$ cat config.mk
export PLATFORM = sky130hd
export DESIGN_NAME = pipeline_hazard_ctrl
export DESIGN_NICKNAME = d
export VERILOG_FILES = /design/src/rtl/cpu_types_pkg.sv /design/src/rtl/hazard_if.sv /design/src/rtl/loaduse_detect.sv /design/src/rtl/pipeline_hazard_ctrl.sv
export SDC_FILE = /design/constraint.sdc
export NUM_CORES = 1
export LEC_CHECK = 0
export ABC_AREA = 0
export ABC_CLOCK_PERIOD_IN_PS = 1900
export CAP_MARGIN = 5
export CORE_ASPECT_RATIO = 0.9
export CORE_MARGIN = 2
export CORE_UTILIZATION = 35
export DETAILED_ROUTE_END_ITERATION = 6
export HOLD_SLACK_MARGIN = 0.03
export PLACE_DENSITY = 0.7
export SLEW_MARGIN = 30
export SYNTH_ARGS = -nofsm -noshare
export SYNTH_HDL_FRONTEND = slang
export SYNTH_SLANG_ARGS = --single-unit
$ cat constraint.sdc
create_clock -name CLK -period 1.9 [get_ports CLK]
set_input_delay 0.285 -clock CLK [delete_from_list [all_inputs] [get_ports CLK]]
set_output_delay 0.285 -clock CLK [all_outputs]
set_load 0.1 [all_outputs]
$ cat src/rtl/cpu_types_pkg.sv
// cpu_types_pkg: shared types for the pipeline hazard controller (state enum, register-zero constant)
package cpu_types_pkg;
  typedef enum logic [2:0] {RUN, DWAIT, REDIR, DRAIN, HALTED} hzstate_t;
  localparam logic [4:0] REG_ZERO = 5'd0;
endpackage

$ cat src/rtl/hazard_if.sv
// hazard_if: bundle of hazard controller outputs; hc modport is the controller's view
interface hazard_if;
  logic pc_en, pc_redirect, halt;
  logic ifid_freeze, idex_freeze, exmem_freeze, memwb_freeze;
  logic ifid_flush, idex_flush, exmem_flush;
  modport hc(output pc_en, pc_redirect, halt, ifid_freeze, idex_freeze, exmem_freeze,
             memwb_freeze, ifid_flush, idex_flush, exmem_flush);
endinterface

$ cat src/rtl/loaduse_detect.sv
// loaduse_detect: load in EX writes a register read by the instruction in ID (ports: dren, wsel, rs, rt -> stall)
module loaduse_detect
  import cpu_types_pkg::*;
(
  input  logic       dren,
  input  logic [4:0] wsel,
  input  logic [4:0] rs,
  input  logic [4:0] rt,
  output logic       stall
);
  assign stall = dren && (wsel != REG_ZERO) && (wsel == rs || wsel == rt);
endmodule

$ cat src/rtl/pipeline_hazard_ctrl.sv
// pipeline_hazard_ctrl: stall/flush controller; memory handshakes and stage info in, latch freeze/flush, PC enable/redirect and sticky halt out
module pipeline_hazard_ctrl
  import cpu_types_pkg::*;
#(
  parameter int HALT_DRAIN = 2
) (
  input  logic       CLK,
  input  logic       RST,
  input  logic       ihit,
  input  logic       dhit,
  input  logic [4:0] ifid_rs,
  input  logic [4:0] ifid_rt,
  input  logic       idex_dREN,
  input  logic [4:0] idex_wsel,
  input  logic       exmem_dREN,
  input  logic       exmem_dWEN,
  input  logic       exmem_redirect,
  input  logic       exmem_halt,
  output logic       pc_en,
  output logic       pc_redirect,
  output logic       ifid_freeze,
  output logic       idex_freeze,
  output logic       exmem_freeze,
  output logic       memwb_freeze,
  output logic       ifid_flush,
  output logic       idex_flush,
  output logic       exmem_flush,
  output logic       halt
);
  hzstate_t st, nxt;
  logic [7:0] cnt, cnt_n;
  logic lu, dwait_c;
  logic pe, pr, hl, fz_if, fz_ie, fz_em, fz_mw, fl_if, fl_ie, fl_em;
  hazard_if h();

  loaduse_detect u_lu (.dren(idex_dREN), .wsel(idex_wsel), .rs(ifid_rs), .rt(ifid_rt), .stall(lu));

  // DWAIT keeps waiting on dhit alone, so halt commit is blocked until the access finishes
  assign dwait_c = (exmem_dREN || exmem_dWEN || st == DWAIT) && !dhit;

  always_comb begin
    nxt = st;
    cnt_n = cnt;
    {pe, pr, hl, fz_if, fz_ie, fz_em, fz_mw, fl_if, fl_ie, fl_em} = '0;
    if (st == HALTED) begin
      {hl, fz_if, fz_ie, fz_em, fz_mw} = '1;
    end else if (st == DRAIN) begin
      {fz_if, fz_ie, fz_em, fz_mw} = '1;
      nxt = (cnt == 8'd0) ? HALTED : DRAIN;
      cnt_n = (cnt == 8'd0) ? cnt : cnt - 8'd1;
    end else if (st == REDIR) begin
      // IF/ID holds a wrong-path instruction while waiting, so ID/EX keeps getting bubbles
      pr = 1'b1;
      fl_ie = 1'b1;
      pe = ihit;
      fl_if = ihit;
      fz_if = !ihit;
      nxt = ihit ? RUN : REDIR;
    end else if (exmem_halt && !dwait_c) begin
      {fl_if, fl_ie, fl_em} = '1;
      nxt = DRAIN;
      cnt_n = 8'(HALT_DRAIN - 1);
    end else if (dwait_c) begin
      {fz_if, fz_ie, fz_em, fz_mw} = '1;
      nxt = DWAIT;
    end else if (exmem_redirect) begin
      pr = 1'b1;
      {fl_ie, fl_em} = '1;
      pe = ihit;
      fl_if = ihit;
      fz_if = !ihit;
      nxt = ihit ? RUN : REDIR;
    end else begin
      nxt = RUN;
      pe = ihit && !lu;
      fz_if = !ihit || lu;
      fl_ie = !ihit || lu;
    end
  end

  always_ff @(posedge CLK or posedge RST) begin
    if (RST) begin
      st <= RUN;
      cnt <= '0;
    end else begin
      st <= nxt;
      cnt <= cnt_n;
    end
  end

  // outputs are quiet while reset is held; a flush always beats a freeze on the same latch
  assign h.pc_en        = !RST && pe;
  assign h.pc_redirect  = !RST && pr;
  assign h.halt         = !RST && hl;
  assign h.ifid_flush   = !RST && fl_if;
  assign h.idex_flush   = !RST && fl_ie;
  assign h.exmem_flush  = !RST && fl_em;
  assign h.ifid_freeze  = !RST && fz_if && !fl_if;
  assign h.idex_freeze  = !RST && fz_ie && !fl_ie;
  assign h.exmem_freeze = !RST && fz_em && !fl_em;
  assign h.memwb_freeze = !RST && fz_mw;

  assign pc_en        = h.pc_en;
  assign pc_redirect  = h.pc_redirect;
  assign halt         = h.halt;
  assign ifid_flush   = h.ifid_flush;
  assign idex_flush   = h.idex_flush;
  assign exmem_flush  = h.exmem_flush;
  assign ifid_freeze  = h.ifid_freeze;
  assign idex_freeze  = h.idex_freeze;
  assign exmem_freeze = h.exmem_freeze;
  assign memwb_freeze = h.memwb_freeze;
endmodule

Word level (Yosys, flattened, before mapping). Cells that the tools add are included.

Register bits: 11. Bits of input ports: 24.

$add $sub $neg: 1. Eq/ne operators: 8. Muxes and demuxes: 51. Bitwise logic cells: 1. Reductions and logical operators: 32.

Operators with widths (count): $mux W1 (40); $mux W8 (4); $logic_and A1 B1 Y1 (16); $eq A5 B5 Y1 (2); $mux W2 (5); $logic_not A1 Y1 (8); $logic_not A8 Y1 (1); $sub A8 B1 Y8 const B (1); $eq A3 B2 Y1 const B (2); $mux W3 (2); $reduce_bool A5 Y1 (1); $logic_or A1 B1 Y1 (4); $ne A2 B2 Y1 const B (2); $reduce_and A4 Y1 (1); $eq A3 B1 Y1 const B (1); $eq A3 B3 Y1 const B (1); $reduce_bool A2 Y1 (1); $not A1 Y1 (1).

Depth between registers and ports, before layout.
Depth in word-level cells: 12. Mapped depth: 8. Gate-level depth less buffers: 7.

Hierarchy. From an unflattened synthesis, not the netlist that was laid out.

Cells, all modules: 126. Area, all modules: 987.2 sq um.

By module, submodules not included: pipeline_hazard_ctrl (times used 1, cells each 109, area each 862.1 sq um); loaduse_detect (times used 1, cells each 17, area each 125.1 sq um).

Least setup slack after synthesis. No wires, ideal clock.

Path kind: reg2out. From: register st[2]. To: output idex_flush. Data arrival time: 3.892 ns. Slack: -2.277 ns. Cell stages (with the launch flop): 6. Buffers on the path: 0. Path through: dfrtp_1 > nand2b_1 > nor2_1 > or4b_2 > a21oi_1 > nor4_1.

Cells in the longest elaborated chain, start to end: 10. Elaborated cells between the ends (all ways): 14. Classes of those cells: eq/ne (4); mux (5); reduce/logical (5).

Ends and longest elaborated chain: start: declaration (line pipeline_hazard_ctrl.sv:30) `hzstate_t st, nxt;`; start signal: assignment (line pipeline_hazard_ctrl.sv:86) `st <= nxt;`; $eq A3 B1 Y1 (line pipeline_hazard_ctrl.sv:39) `assign dwait_c = (exmem_dREN || exmem_dWEN || st == DWAIT) && !dhit;`; $logic_or A1 B1 Y1 (line pipeline_hazard_ctrl.sv:39); $logic_and A1 B1 Y1 (line pipeline_hazard_ctrl.sv:39); $logic_not A1 Y1 (line pipeline_hazard_ctrl.sv:59) `end else if (exmem_halt && !dwait_c) begin`; $logic_and A1 B1 Y1 (line pipeline_hazard_ctrl.sv:59); $mux W1 (line pipeline_hazard_ctrl.sv:59); $mux W1 (line pipeline_hazard_ctrl.sv:51) `end else if (st == REDIR) begin`; $mux W1 (line pipeline_hazard_ctrl.sv:47) `end else if (st == DRAIN) begin`; $mux W1 (*) (line pipeline_hazard_ctrl.sv:45) `if (st == HALTED) begin`; $logic_and A1 B1 Y1 (*) (line pipeline_hazard_ctrl.sv:96) `assign h.idex_flush = !RST && fl_ie;`; end: declaration (line pipeline_hazard_ctrl.sv:26) `output logic idex_flush,`.

Every way passes the cells marked *; elsewhere a longest branch is shown, timed or not.

Worst setup path after layout.
From: register st[0]. To: output ifid_freeze.

Cells in the longest elaborated chain, start to end: 11. Elaborated cells between the ends (all ways): 21. Classes of those cells: eq/ne (4); mux (10); reduce/logical (7).

Ends and longest elaborated chain: $eq A3 B1 Y1 (line pipeline_hazard_ctrl.sv:39); $logic_or A1 B1 Y1 (line pipeline_hazard_ctrl.sv:39); $logic_and A1 B1 Y1 (line pipeline_hazard_ctrl.sv:39); $logic_not A1 Y1 (line pipeline_hazard_ctrl.sv:59); $logic_and A1 B1 Y1 (line pipeline_hazard_ctrl.sv:59); $mux W1 (line pipeline_hazard_ctrl.sv:59); $mux W1 (line pipeline_hazard_ctrl.sv:51); $mux W1 (line pipeline_hazard_ctrl.sv:47); $mux W1 (line pipeline_hazard_ctrl.sv:45); $logic_and A1 B1 Y1 / $logic_not A1 Y1 (equally long branches) (line pipeline_hazard_ctrl.sv:98) `assign h.ifid_freeze = !RST && fz_if && !fl_if;`; $logic_and A1 B1 Y1 (*) (line pipeline_hazard_ctrl.sv:98); end: declaration (line pipeline_hazard_ctrl.sv:21) `output logic ifid_freeze,`.

Marked as above.

==> results.cfg <==
[finish]
final_cell_mix = buf_4, clkdlybuf4s50_1, buf_12, dfrtp_1, buf_6
num_antenna_cells = 0
final_area_sq_um = 2150
syn_to_final_growth_pct = 113.9
drive_above_1_share_pct = 57.77
fillers = 159
nNetsFinal = 232
post-route-util_pct = 78.23
layout_commonest_cell = buf_4
layoutNonFillerInstCount = 246

[floorplanning]
fp.dieArea_sq_um = 3316
fp-row-count = 18
die_height_microns = 54.83
die_w_microns = 60.48
io_pins = 34
initial_core_util_pct = 36.57
core_area_sq_um = 2748

[critical_path]
worst_setup_path_end_kind = output port
critPathMaxStageDelay_ns = 0.52
path_buf_inv = 3
cp.arrival_ns = 2.00
worstReg2RegStart = st[2]
crit_chain = inv_2 -> or4_4 -> o211ai_1 -> buf_4 -> nor3_4 -> a21oi_4 -> buf_12
slowest_stage = or4_4
path_depth = 7
cp-start-kind = register
critPathKind = register to output port
worstPathRequired_ns = 1.62
r2r_slack_ns = -0.06
ff2ff_path_depth = 7
crit_fanout = 4
r2r_end = cnt[5]
crit_start = st[0]
cp_top_family = simple AND/OR/NAND/NOR gates

[synthesis]
synth.top_cell.area_share_pct = 27.40
seq_area_frac_synth_pct = 27.40
netlist_instances = 126
synth_area_per_cell_sq_um = 7.974
synthFlopType = dfrtp_1
synth_area_leaders = dfrtp_1, xnor2_1, a21oi_1
syn_nets = 151
synth_top_area_cell = dfrtp_1
ys_warn_count = 0
async_reset_ff_share_pct = 100.0
synthesis.area_sq_um = 1005
synth_edf_count = 0
synth_cell_type_count = 41
ys_ff_latch = 11

[clock_tree]
cts.sink_count = 11
numCtsBuffers = 3
clk_latency_ns = 0.28
h-tree-depth = 1
cts_buffer_depth = 2
cts.hold.buffers_added = 0
path_clk_slew_ns = 0.07
cts_tree = yes
clock-root-buffer = clkbuf_4

[grt]
antenna_found_initial = 0
grt_max_degree = 12
grt_pass1_wl_microns = 5823
grt_pass1_vias = 1269
grt-ovfl-total = 0
grt_usage_pct = 24.20

[power_and_ir_drop]
p_leak_nw = 0.8997
ir_worst_vdd_mv = 1.042
power_density_nw_per_um2 = 1403

[sta]
finalWorstSetupSlack_ns = -0.3817
clock_skew_ns = 0.0003736
finalHoldViolCount = 0
worstMarginPinSlew_ns = 0.4912
setup_viol = 11
fmax_mhz = 438.3
relSlewSlack_pct = 66.97
rsz0062_at_grt = true
slew_viol_final = 0
fin_crit_ns = 2.282
fin_tns_setup_ns = -2.668
fin_crit_sh_pct = 120.1

[route]
wl_per_cell_microns = 15.97
detail-route-antenna-nets = 0
vias_per_cell = 5.374
wl_microns = 3928
vias = 1322
drt_iter0_markers = 74
dr.pass1.iters = 5
drc = 0

[min_path]
worstHoldPathType = input port to asynchronous set/reset pin

[placed_design]
gp_congestion = 0.7987
io_buffers = 33
place_inst = 228
placed_area_sq_um = 1785
post-dp-hpwl_microns = 2749
dpl_worst_slack_ns = -0.3946

[outcome]
violations = negative setup slack
status = finished with violations

[run]
max_cap_violations = 0
==> power by group <==
| group | switching (mW) | internal (mW) |
|---|---|---|
| logic | 1.28 | 1.14 |
| registers | 0.0951 | 0.338 |
| clock network | 0.0822 | 0.0817 |
==> layout make-up <==
| cell class | instances | area (sq um) | share of cell area (%) |
|---|---|---|---|
| Timing Repair Buffer | 80 | 817.0 | 38.01 |
| Inverter | 4 | 15.01 | 0.6985 |
| Tap cell | 40 | 50.05 | 2.328 |
| Multi-Input combinational cell | 107 | 963.4 | 44.82 |
| Clock buffer | 4 | 26.28 | 1.222 |
| Sequential cell | 11 | 277.8 | 12.92 |
==> metrics by stage <==
step                total power [mW]  hold slack [ns]
floorplan                      1.602           0.4436
global placement               2.251           0.5156
global route                   3.162           0.5529
CTS                            2.719           0.5112
finish                         3.016           0.5134
detailed placement             2.303           0.5381
==> how the worst max path moves through the flow <==
stage	endpoint	slack, ns
floorplan	idex_flush	-0.39
global placement	idex_flush	-0.35
detailed placement	ifid_freeze	-0.39
CTS	ifid_freeze	-0.33
global route	ifid_freeze	-0.44
finish	ifid_freeze	-0.38
==> synth_stat cells (3+ instances only) <==
cell type and count:
o21ai_0 5, inv_1 4, nand2b_1 3, or3_2 3, xnor2_1 10, nor3_1 4
nor2_1 14, o31ai_1 3, a21oi_1 14, nand2_1 6, nand3_1 4, o21ai_1 5
dfrtp_1 11, or3_1 6
==> repair_timing <==
| item | 4_1_cts | 5_1_grt |
|---|---|---|
| buffers inserted | 9 | 6 |
| pin swaps | 23 | 17 |
| endpoints found under the setup margin | 17 | 16 |
| gates resized for setup | 32 | 31 |
| hold endpoints to repair | 0 | 0 |
==> worst min-delay path, cell delays in order <==
cell and delay, ns:
clkdlybuf4s50_1 0.52, inv_1 0.13, buf_4 0.20
==> state kept, by name, indices dropped and copies added, names as in the netlist <==
| signal | count |
|---|---|
| cnt | 8 |
| st | 3 |
==> routing by layer <==
layer / vias up / track usage [%] / routed length, microns / share of wire [%]
li1: 629 / - / - / -
met1: 631 / 27.94 / 1598 / 41
met2: 48 / 44.57 / 2045 / 52
met3: 14 / 4.728 / 182 / 4.6
met4: 0 / 8.696 / 102 / 2.6
met5: - / 0 / 0 / 0
==> kinds of logic (layout without fill, tap and decap cells) <==
kind of cell	Yosys count	in the layout	synth area share, %
simple gates	56	56	32.13
fa+ha+maj	1	1	1.245
xor+xnor	10	10	8.717
compound gates	40	40	25.65
buf+inv	8	88	4.856
flops	11	11	27.40
No activity file was read; power rests on OpenSTA's default activity.
